## src/rtl/bp_pkg.sv

```systemverilog
// ============================================================================
// bp_pkg: shared types and defaults for the branch-resolution controller.
// Revision: 1.0
// ============================================================================
`default_nettype none

package bp_pkg;

    localparam int BP_GHR_BITS      = 8;
    localparam int BP_DEFAULT_DEPTH = 4;

    typedef struct packed {
        logic [31:0]            pc;
        logic                   taken;
        logic [BP_GHR_BITS-1:0] ghr;
    } bp_entry_t;

    typedef enum logic [0:0] {
        RUN   = 1'b0,
        FLUSH = 1'b1
    } bp_state_e;

endpackage

`default_nettype wire

```

## src/rtl/bp_sat_counter.sv

```systemverilog
// ============================================================================
// bp_sat_counter: up-counter that sticks at all-ones instead of wrapping.
// Revision: 1.0
// ============================================================================
`default_nettype none

module bp_sat_counter #(
    parameter int CNT_BITS = 16
) (
    input  logic                clk,
    input  logic                reset_n,
    input  logic                inc_i,
    output logic [CNT_BITS-1:0] count_o
);

    logic [CNT_BITS-1:0] count_q;
    logic [CNT_BITS-1:0] count_d;

    always_comb begin
        count_d = count_q;
        if (inc_i && (count_q != '1)) begin
            count_d = count_q + CNT_BITS'(1);
        end
    end

    always_ff @(posedge clk or negedge reset_n) begin
        if (!reset_n) begin
            count_q <= '0;
        end else begin
            count_q <= count_d;
        end
    end

    assign count_o = count_q;

endmodule

`default_nettype wire

```

## src/rtl/bp_resolve_ctrl.sv

```systemverilog
// ============================================================================
// bp_resolve_ctrl: in-order tracker of in-flight branch predictions; drives
// predictor updates, mispredict recovery and hit/miss statistics.
// Revision: 1.0
// ============================================================================
`default_nettype none

module bp_resolve_ctrl
    import bp_pkg::*;
#(
    parameter int DEPTH        = BP_DEFAULT_DEPTH,
    parameter int GHR_BITS     = BP_GHR_BITS,
    parameter int FLUSH_CYCLES = 2,
    parameter int CNT_BITS     = 16
) (
    input  logic                clk,
    input  logic                reset_n,
    input  logic                pred_valid_i,
    input  logic [31:0]         pred_pc_i,
    input  logic                pred_taken_i,
    input  logic [GHR_BITS-1:0] pred_ghr_i,
    output logic                pred_ready_o,
    input  logic                res_valid_i,
    input  logic                res_taken_i,
    output logic                upd_valid_o,
    output logic [31:0]         upd_pc_o,
    output logic                upd_taken_o,
    output logic [GHR_BITS-1:0] upd_ghr_o,
    output logic                mispredict_o,
    output logic [GHR_BITS-1:0] restore_ghr_o,
    output logic [CNT_BITS-1:0] hit_cnt_o,
    output logic [CNT_BITS-1:0] miss_cnt_o,
    output logic                underflow_err_o
);

    localparam int AW  = $clog2(DEPTH);
    localparam int PW  = AW + 1;
    localparam int FCW = $clog2(FLUSH_CYCLES) + 1;

    logic [31:0]         pc_mem    [DEPTH];
    logic                taken_mem [DEPTH];
    logic [GHR_BITS-1:0] ghr_mem   [DEPTH];

    logic [PW-1:0]  wr_ptr_q, wr_ptr_d, rd_ptr_q, rd_ptr_d;
    bp_state_e      state_q, state_d;
    logic [FCW-1:0] flush_cnt_q, flush_cnt_d;

    logic                upd_valid_q, upd_taken_q, mispredict_q, underflow_q;
    logic [31:0]         upd_pc_q;
    logic [GHR_BITS-1:0] upd_ghr_q, restore_ghr_q;

    logic full, empty, push, pop, miss;
    logic [AW-1:0] rd_idx, wr_idx;

    assign rd_idx = rd_ptr_q[AW-1:0];
    assign wr_idx = wr_ptr_q[AW-1:0];
    assign empty  = (wr_ptr_q == rd_ptr_q);
    assign full   = (wr_ptr_q[AW] != rd_ptr_q[AW]) && (wr_idx == rd_idx);
    assign push   = pred_valid_i && pred_ready_o;
    assign pop    = res_valid_i && !empty;
    assign miss   = pop && (res_taken_i != taken_mem[rd_idx]);

    always_comb begin
        state_d      = state_q;
        flush_cnt_d  = flush_cnt_q;
        pred_ready_o = (state_q == RUN) && !full;
        case (state_q)
            RUN: begin
                if (miss) begin
                    state_d     = FLUSH;
                    flush_cnt_d = FCW'(FLUSH_CYCLES - 1);
                end
            end
            FLUSH: begin
                if (flush_cnt_q == '0) begin
                    state_d = RUN;
                end else begin
                    flush_cnt_d = flush_cnt_q - FCW'(1);
                end
            end
            default: state_d = RUN;
        endcase
    end

    always_ff @(posedge clk or negedge reset_n) begin
        if (!reset_n) begin
            state_q     <= RUN;
            flush_cnt_q <= '0;
        end else begin
            state_q     <= state_d;
            flush_cnt_q <= flush_cnt_d;
        end
    end

    // A mispredict discards every younger entry, including one pushed this cycle.
    always_comb begin
        wr_ptr_d = wr_ptr_q;
        rd_ptr_d = rd_ptr_q;
        if (miss) begin
            wr_ptr_d = '0;
            rd_ptr_d = '0;
        end else begin
            if (push) wr_ptr_d = wr_ptr_q + PW'(1);
            if (pop)  rd_ptr_d = rd_ptr_q + PW'(1);
        end
    end

    always_ff @(posedge clk) begin
        if (push && !miss) begin
            pc_mem[wr_idx]    <= pred_pc_i;
            taken_mem[wr_idx] <= pred_taken_i;
            ghr_mem[wr_idx]   <= pred_ghr_i;
        end
    end

    always_ff @(posedge clk or negedge reset_n) begin
        if (!reset_n) begin
            wr_ptr_q      <= '0;
            rd_ptr_q      <= '0;
            upd_valid_q   <= 1'b0;
            upd_pc_q      <= '0;
            upd_taken_q   <= 1'b0;
            upd_ghr_q     <= '0;
            mispredict_q  <= 1'b0;
            restore_ghr_q <= '0;
            underflow_q   <= 1'b0;
        end else begin
            wr_ptr_q     <= wr_ptr_d;
            rd_ptr_q     <= rd_ptr_d;
            upd_valid_q  <= pop;
            mispredict_q <= miss;
            if (pop) begin
                upd_pc_q    <= pc_mem[rd_idx];
                upd_taken_q <= res_taken_i;
                upd_ghr_q   <= ghr_mem[rd_idx];
            end
            if (miss) begin
                restore_ghr_q <= {ghr_mem[rd_idx][GHR_BITS-2:0], res_taken_i};
            end
            if (res_valid_i && empty) begin
                underflow_q <= 1'b1;
            end
        end
    end

    bp_sat_counter #(.CNT_BITS(CNT_BITS)) u_hit_cnt (
        .clk     (clk),
        .reset_n (reset_n),
        .inc_i   (pop && !miss),
        .count_o (hit_cnt_o)
    );

    bp_sat_counter #(.CNT_BITS(CNT_BITS)) u_miss_cnt (
        .clk     (clk),
        .reset_n (reset_n),
        .inc_i   (miss),
        .count_o (miss_cnt_o)
    );

    assign upd_valid_o     = upd_valid_q;
    assign upd_pc_o        = upd_pc_q;
    assign upd_taken_o     = upd_taken_q;
    assign upd_ghr_o       = upd_ghr_q;
    assign mispredict_o    = mispredict_q;
    assign restore_ghr_o   = restore_ghr_q;
    assign underflow_err_o = underflow_q;

endmodule

`default_nettype wire

```

## config.mk

```make
export PLATFORM = sky130hd
export DESIGN_NAME = bp_resolve_ctrl
export DESIGN_NICKNAME = d
export VERILOG_FILES = /design/src/rtl/bp_pkg.sv /design/src/rtl/bp_sat_counter.sv /design/src/rtl/bp_resolve_ctrl.sv
export SDC_FILE = /design/constraint.sdc
export NUM_CORES = 1
export LEC_CHECK = 0
export CORE_MARGIN = 2
export CORE_UTILIZATION = 55
export DETAILED_ROUTE_END_ITERATION = 16
export HOLD_SLACK_MARGIN = 0.15
export PLACE_DENSITY = 0.79
export SLEW_MARGIN = 0
export SYNTH_ARGS = -nofsm -noshare
export SYNTH_HDL_FRONTEND = slang
export SYNTH_SLANG_ARGS = --single-unit
```

## constraint.sdc

```tcl
create_clock -name clk -period 3.75 [get_ports clk]
set_input_delay 0.75 -clock clk [delete_from_list [all_inputs] [get_ports clk]]
set_output_delay 0.75 -clock clk [all_outputs]
set_load 0.03 [all_outputs]
```

==> run metrics <==
final instance area 0.0124 mm^2; RSZ-0062 raised after global routing false; Die H 139 um; Rows 49; top post-synthesis cells by area edfxtp_1 49%, dfrtp_1 23%, mux4_2 9.2%; Hold Vio Cnt, Final 0; startpoint types register; CP cell instances xor2_1 > o31a_1 > clkdlybuf4s50_1; layout net count 736; ANT nets after route 0; Pwr Total 0.0101 W; element type at the critical path end output pin; Worst-Margin Slew 1050 ps; DP Wirelength 11800 um; largest net degree at the start of global routing 80; outcome finished clean; max cap viols 0; post_cts resized 0; Max Slew Vio Count 0; Post-Route WL 18900 um; CTS tree yes; #FFs+latches synth 257; DRC 0; Post-synth EDFFs 164; worst r2r src rd_ptr_q[1]$_DFFE_PN0P_; Via density 5.67; Die X 139 um; layout cells sized above 1 23.9%; ys async rst share 36.2%; setup violators final 0; Power Density 813 mW/mm^2; r2r worst-path depth 8; syn_nets 585; post-route clock skew 7.49 ps; Inst Count DP 883; crit-path max FO 7; Worst-Skew Late Latency 510 ps; # clock sinks 257; Root Buffer clkbuf_16; post-synth top area share 49.2%; reg2reg end pc_mem[2][15]$_DFFE_PP_; CORE AREA 0.0179 mm^2; CTS H-tree lvls 1; register area share after synthesis 72.4%; DR iter-0 viols 358; Pre-Repair DR Iteration Count 4; Layout area overhead 24.1%; Main synth FF type edfxtp_1; Rel. slew slack 29.8%; drt wl/cell 20.3 um; Ports 131; Final Non-Filler Cells 931; total die area 0.0193 mm^2; P_leak 4.57 nW; filler instances 1112; setup bufs post-CTS 0; final period utilization 86.1%; Ys Warns 0; Slowest cell on crit path clkdlybuf4s50_1; worst path bufs/invs 1; n_diodes 0; Hold Path Class in2async; CP peak stage delay 730 ps; initial antenna violation count 0; Max IR drop VDD 0.643 mV; delay-heaviest family, CP buffers and inverters; GPL Wtd Cong 0.745; CP arrival 2480 ps; Cell variety after synth 43; dominant cell type by area after synthesis edfxtp_1; Layout Utilization 69.5%; Max Root-Sink Buffers 3; Total GRT Usage 19.8%; Mapped Cells 531; Hold-fix buffers, CTS 0; Crit Path Category reg2out; R2R Setup Slk 890 ps; total CTS buffers 26; grt ovf 0; Buffers on Ports 130; Max Freq 0.310 GHz; vias in the first global route 5677; Crit path required time 3000 ps; via count 5276; setup_tns 0 ps; Synth Area per Inst 18.9 um^2; first-pass GRT wire length 30300 um; clk slew on worst S/H paths 60 ps; mapped cell area 0.0100 mm^2; Initial Util 56.0%; Final min period 3230 ps; placed inst area 0.0116 mm^2
synthesized netlist by cell type (all sizes together), types with 3 or more instances:
cell / count
edfxtp: 164
dfrtp: 93
mux2: 53
mux4: 41
xor2: 23
nand2: 22
nand3: 20
nor2: 14
nor3: 14
buf: 10
xnor2: 10
inv: 9
clkbuf: 8
ha: 8
and3: 5
and4: 5
a21oi: 4
a31oi: 4
and2: 4
nand2b: 3
o21ai: 3
registers in the layout, indices dropped and copies added, names as in the netlist, 4 cells and up:
signal,flops
ghr_mem,32
pc_mem,128
restore_ghr_o,8
taken_mem,4
u_hit_cnt.count_o,16
u_miss_cnt.count_o,16
upd_ghr_o,8
upd_pc_o,32
cell type report:
cell class	instances	area [um^2]	share of cell area [%]
Multi-Input combinational cell	247	2610	21.0
Tap cell	229	287	2.30
Timing Repair Buffer	141	1410	11.3
Inverter	9	36.3	0.292
Sequential cell	257	7260	58.4
Clock inverter	15	124	0.996
Clock buffer	33	718	5.78
worst reg2reg max path: stages (launching register included):
cell and delay, ps:
dfrtp_2 380, buf_4 310, mux4_2 470, xor2_4 220, nand2_4 120, inv_4 100, nor2_2 180, and2_2 510
buf_12 270
per-stage QoR:
step	setup slack, ps	hold WS [ps]
after global placement	642	440
after CTS	505	468
final	522	422
after global routing	461	488
after floorplan	660	454
after detailed placement	554	452
worst max-delay path by stage:
stage	endpoint	cells past startpoint	start
after floorplan	ghr_mem[0][0]$_DFFE_PP_	8	rd_ptr_q[0]$_DFFE_PN0P_
after global routing	pred_ready_o	3	rd_ptr_q[0]$_DFFE_PN0P_
final	pred_ready_o	3	rd_ptr_q[0]$_DFFE_PN0P_
after global placement	u_hit_cnt.count_o[6]$_DFFE_PN0P_	7	res_valid_i
after detailed placement	u_hit_cnt.count_o[5]$_DFFE_PN0P_	7	res_valid_i
after CTS	pred_ready_o	3	rd_ptr_q[0]$_DFFE_PN0P_
where the power goes:
part | leakage [nW] | switching, W | total (W) | internal, W
sequential | 2.64 | 0.000373 | 0.00409 | 0.00372
clock | 0.422 | 0.000990 | 0.00248 | 0.00149
combinational | 1.50 | 0.00191 | 0.00354 | 0.00163
total | 4.57 | 0.00328 | 0.0101 | 0.00683
cell families (layout without fill, tap and decap cells):
| logic type | count (synthesis) | in the layout | share of synthesized area, % |
|---|---|---|---|
| multiplexers | 96 | 96 | 15.4 |
| AND/OR/NAND/NOR | 91 | 91 | 4.92 |
| XOR/XNOR | 33 | 33 | 3.15 |
| AO/OA/AOI/OAI | 19 | 19 | 1.49 |
| flip-flops | 257 | 257 | 72.4 |
| buffers and inverters | 27 | 198 | 1.65 |
| adder cells (fa/ha/maj) | 8 | 8 | 0.999 |
per-layer routing:
| layer | GRT usage, % | share of wire [%] | vias to the layer above |
|---|---|---|---|
| met2 | 33.6 | 51 | 177 |
| met3 | 3.73 | 5.5 | 30 |
| met5 | 0 | 0 | - |
| li1 | - | - | 2364 |
| met1 | 26.9 | 42 | 2705 |
| met4 | 4.94 | 1.9 | 0 |
cells in the final DEF, fill, tap and decap left out, types with 10 or more instances in the layout:
| cell | Yosys | routed |
|---|---|---|
| nand2_1 | 21 | 21 |
| nand3_1 | 20 | 20 |
| nor2_1 | 12 | 12 |
| xor2_1 | 22 | 22 |
| mux2_2 | 52 | 52 |
| clkdlybuf4s50_1 | 0 | 129 |
| clkbuf_16 | 0 | 27 |
| mux4_2 | 41 | 41 |
| edfxtp_1 | 164 | 164 |
| dfrtp_1 | 93 | 91 |
| buf_4 | 2 | 10 |
(Power assumes the default switching activity.)
